<file path="config.mk">
export PLATFORM = sky130hd
export DESIGN_NAME = temp_step_timer
export DESIGN_NICKNAME = d
export VERILOG_FILES = /design/src/rtl/room_thermal_model_temp_step_timer.sv
export SDC_FILE = /design/constraint.sdc
export NUM_CORES = 1
export LEC_CHECK = 0
export CAP_MARGIN = 15
export CORE_AREA = 2 2 39 41
export CTS_CLUSTER_SIZE = 14
export DETAILED_ROUTE_END_ITERATION = 12
export DIE_AREA = 0 0 41 43
export HOLD_SLACK_MARGIN = 0.03
export PLACE_DENSITY_LB_ADDON = 0.25
export SLEW_MARGIN = 40
export SYNTH_ARGS = -nofsm -noshare
export SYNTH_HDL_FRONTEND = slang
export SYNTH_SLANG_ARGS = --single-unit
</file>
<file path="constraint.sdc">
create_clock -name clk_i -period 1.7 [get_ports clk_i]
set_clock_uncertainty 0.1 [all_clocks]
set_input_delay 0.34 -clock clk_i [delete_from_list [all_inputs] [get_ports clk_i]]
set_output_delay 0.34 -clock clk_i [all_outputs]
set_load 0.005 [all_outputs]
</file>
<file path="src/rtl/room_thermal_model_temp_step_timer.sv">
// Period counter: pulses tick_o when the count reaches last_i, then wraps.
// restart_i clears the count and suppresses the tick in the same cycle.
module temp_step_timer #(
  parameter int unsigned CNT_W = 4
) (
  input  logic             clk_i,
  input  logic             rst_ni,
  input  logic             restart_i,
  input  logic [CNT_W-1:0] last_i,
  output logic             tick_o
);

  logic [CNT_W-1:0] cnt_q, cnt_d;

  assign tick_o = !restart_i && (cnt_q == last_i);

  // Next count: clear on restart or wrap, otherwise advance.
  always_comb begin
    cnt_d = cnt_q + 1'b1;
    if (restart_i || tick_o) begin
      cnt_d = '0;
    end
  end

  // Count register.
  always_ff @(posedge clk_i or negedge rst_ni) begin
    if (!rst_ni) begin
      cnt_q <= '0;
    end else begin
      cnt_q <= cnt_d;
    end
  end

endmodule

</file>
Word-level counts from Yosys, hierarchy flattened:

Cells that the tools add are included.

* equality and inequality tests: 1
* reductions and logical operators: 3
* $add $sub $neg: 1
* muxes and demuxes: 1

Operator list (number)
* adder 4 x 1 -> 4 bit (second input constant): 1
* equality test 4 bit: 1
* 2-to-1 mux 4 bit: 1
* logical AND 1 bit: 1
* logical NOT 1 bit: 1
* logical OR 1 bit: 1

* bits in registers: 4
* bits of input ports: 7

Depth between registers and ports, before layout:

* depth in word-level cells: 4
* depth in mapped cells: 3

Least setup slack after synthesis:

No wires, ideal clock.

* path type: register -> output
* start: register cnt_q[1]
* end: output port tick_o
* path slack: 0.179 ns
* data required time: 1.260 ns
* data arrival time: 1.081 ns
* cell stages (with the launch flop): 4
* path buffers: 0
* cell sequence: dfrtp_1 xor2_1 nor4_4 and2b_2

* longest elaborated chain between the ends: 2

RTL lines
* start, declared: line 13 `logic [CNT_W-1:0] cnt_q, cnt_d;`
* start signal, assigned: line 30 `cnt_q <= cnt_d;`
* equality test 4 bit: line 15 `assign tick_o = !restart_i && (cnt_q == last_i);`
* logical AND 1 bit: line 15
* end, declared: line 10 `output logic tick_o`

No other way between the ends.

Final worst setup path:

Same ends and word-level chain as after synthesis.

==> metrics <==
outcome=complete, but fails checks; failing checks=setup timing; Crit path buffers/inverters=1; Max Root-Sink Buffers=2; Iteration-0 DRC Markers=0; Clk pin slew, worst setup/hold paths=0.04 ns; critical path's top delay family=simple AND/OR/NAND/NOR gates; core area=1380 um^2; Die H=43 um; NumNets Final=46; setup TNS after final layout=-0.0826 ns; GRT Total Usage=7.27%; setup violators final=1; cts bufs inserted=3; Die ar.=1760 um^2; cts hold-fix bufs=0; dpl cell area=358 um^2; vias in the first global route=205; clk_lat worst skew=0.23 ns; Initial Utilization=16.1%; total power=0.300 mW; RSZ-0062 raised after global routing=yes; MaxCap Viol Count=0; Final min period=1.78 ns; max reg flops=4; CP Max Fanout=2; most flop-heavy register=cnt_q; CP max stage cell=dfrtp_1; DRT antenna net count=0; CP Class=register to output pin; CTS sink cnt=4; PwrDens=723 nW/um^2; post-place setup slack=-0.648 ns; vias per cell=3.58; first-pass GRT wire length=759 um; Max Freq=0.561 GHz; area share of the largest cell type after synthesis=44.9%; leading post-synthesis cells by cell area=dfrtp_1 45%, xor2_1 20%, nor4_4 9.6%; number of iterations in the first detailed-routing pass=1; Distinct cells, synth=9; Max Transition Viols Final=0; RePlAce Congestion=0.581; H-tree depth=1; initial antenna violation count=0; biggest regs=cnt_q x4; Worst path max stage delay=0.40 ns; leakage power figure=0.195 nW; total grt overflow=0; I/O Buffers=7; final worst slack=-0.0826 ns; CTS tree=done; vias post-DR=186; Mean Syn Cell Area=12.4 um^2; layout cells sized above 1=50.0%; n_diodes=0; FP Rows=14; Worst setup EP type=output pin; largest net degree at the start of global routing=5; cell chain of the critical path=xor2_2, nor4_4, and2b_2, buf_2; Post-Route WL=451 um; Synthesized Nets=26; Root Driver=clkbuf_4; Gate Count Post-Synth=18; WP data arrival=1.34 ns; hold_ws=0.210 ns; period utilization=105%; Hold Path Class=input pin to async pin; WP data required=1.26 ns; final hold violation count=0; Setup crit start kind=register; Peak supply drop=0.203 mV; post-synthesis sequential area ratio=44.9%; final instance area=415 um^2; Boundary Pins=8; routed length per instance=8.67 um; Rel. slew slack=86.2%; Syn-to-layout area delta=86.5%; post-synth top area cell=dfrtp_1; Ys Warns=0; Post-Syn Area=223 um^2; #FFs+latches synth=4; DRC Markers=0; DP HPWL=363 um; worst slew pin tran=0.205 ns; Die X=41 um
==> cells in the final DEF (no fill, tap or decap) <==
cell type / instances
nand3_1: 1
dfrtp_1: 4
clkbuf_4: 3
xnor2_1: 1
dlygate4sd2_1: 4
buf_4: 8
clkdlybuf4s50_1: 2
nor3_1: 3
xor2_1: 1
and2b_2: 1
ha_1: 1
xor2_2: 4
buf_2: 1
nor4_4: 1
nor3b_1: 1
==> timing repair <==
action,in CTS,in global routing
gates resized for setup,12,0
buffers inserted,1,1
pin swaps,2,1
endpoints found under the setup margin,1,1
==> path summary, 6_finish.rpt <==
check | cells past startpoint | end | slack [ns] | startpoint
setup / recovery | 4 | tick_o | -0.08 | cnt_q[1]
hold / removal | 1 | cnt_q[1] | 0.21 | rst_ni
setup reg to reg | 6 | cnt_q[3] | 0.26 | cnt_q[1]
hold reg to reg | 2 | cnt_q[0] | 0.49 | cnt_q[0]
max in group asynchronous | 1 | cnt_q[0] | 1.13 | rst_ni
min in group clk_i | 2 | cnt_q[0] | 0.49 | cnt_q[0]
==> cell type report <==
type                            instances  area, um^2
Tap cell                               16        20.0
Sequential cell                         4         100
Clock buffer                            3        22.5
Fill cell                             152         968
Multi-Input combinational cell         14         153
Timing Repair Buffer                   15         120
==> worst reg2reg max path, stage by stage (launching register included) <==
cell	delay, ns
dfrtp_1	0.40
xor2_2	0.17
nor4_4	0.28
buf_4	0.14
buf_4	0.09
buf_4	0.11
nor3_1	0.05
==> cell usage after synthesis <==
master   n
dfrtp_1  4
xor2_1   5
ha_1     1
nor3_1   3
xnor2_1  1
nor3b_1  1
and2b_2  1
nor4_4   1
nand3_1  1
==> power breakdown <==
part	switching, mW	total (mW)	internal, mW
Clock	0.0337	0.112	0.0786
Combinational	0.0307	0.0763	0.0456
Sequential	0.00808	0.112	0.104
Total	0.0724	0.300	0.228
==> through the flow <==
stage | instances | util, %
2_1_floorplan | 18 | -
6_report | 52 | 30.0
5_1_grt | 52 | 30.0
3_5_place_dp | 47 | 25.9
3_3_place_gp | 47 | 25.9
4_1_cts | 51 | 29.5
==> metal layers <==
layer  track usage [%]  up-vias  share of wire [%]
met4              8.00        0                  0
met2              10.9        5                 60
met1              6.21       86                 31
met5                 0        -                  0
li1                  -       95                  -
met3              3.14        0                8.6
==> logic make-up after synthesis <==
group | Yosys count | synth area share (%)
simple gates | 7 | 25.8
xor+xnor | 6 | 23.6
flops | 4 | 44.9
fa+ha+maj | 1 | 5.62
Note: power is estimated with default switching activity, not from simulation.
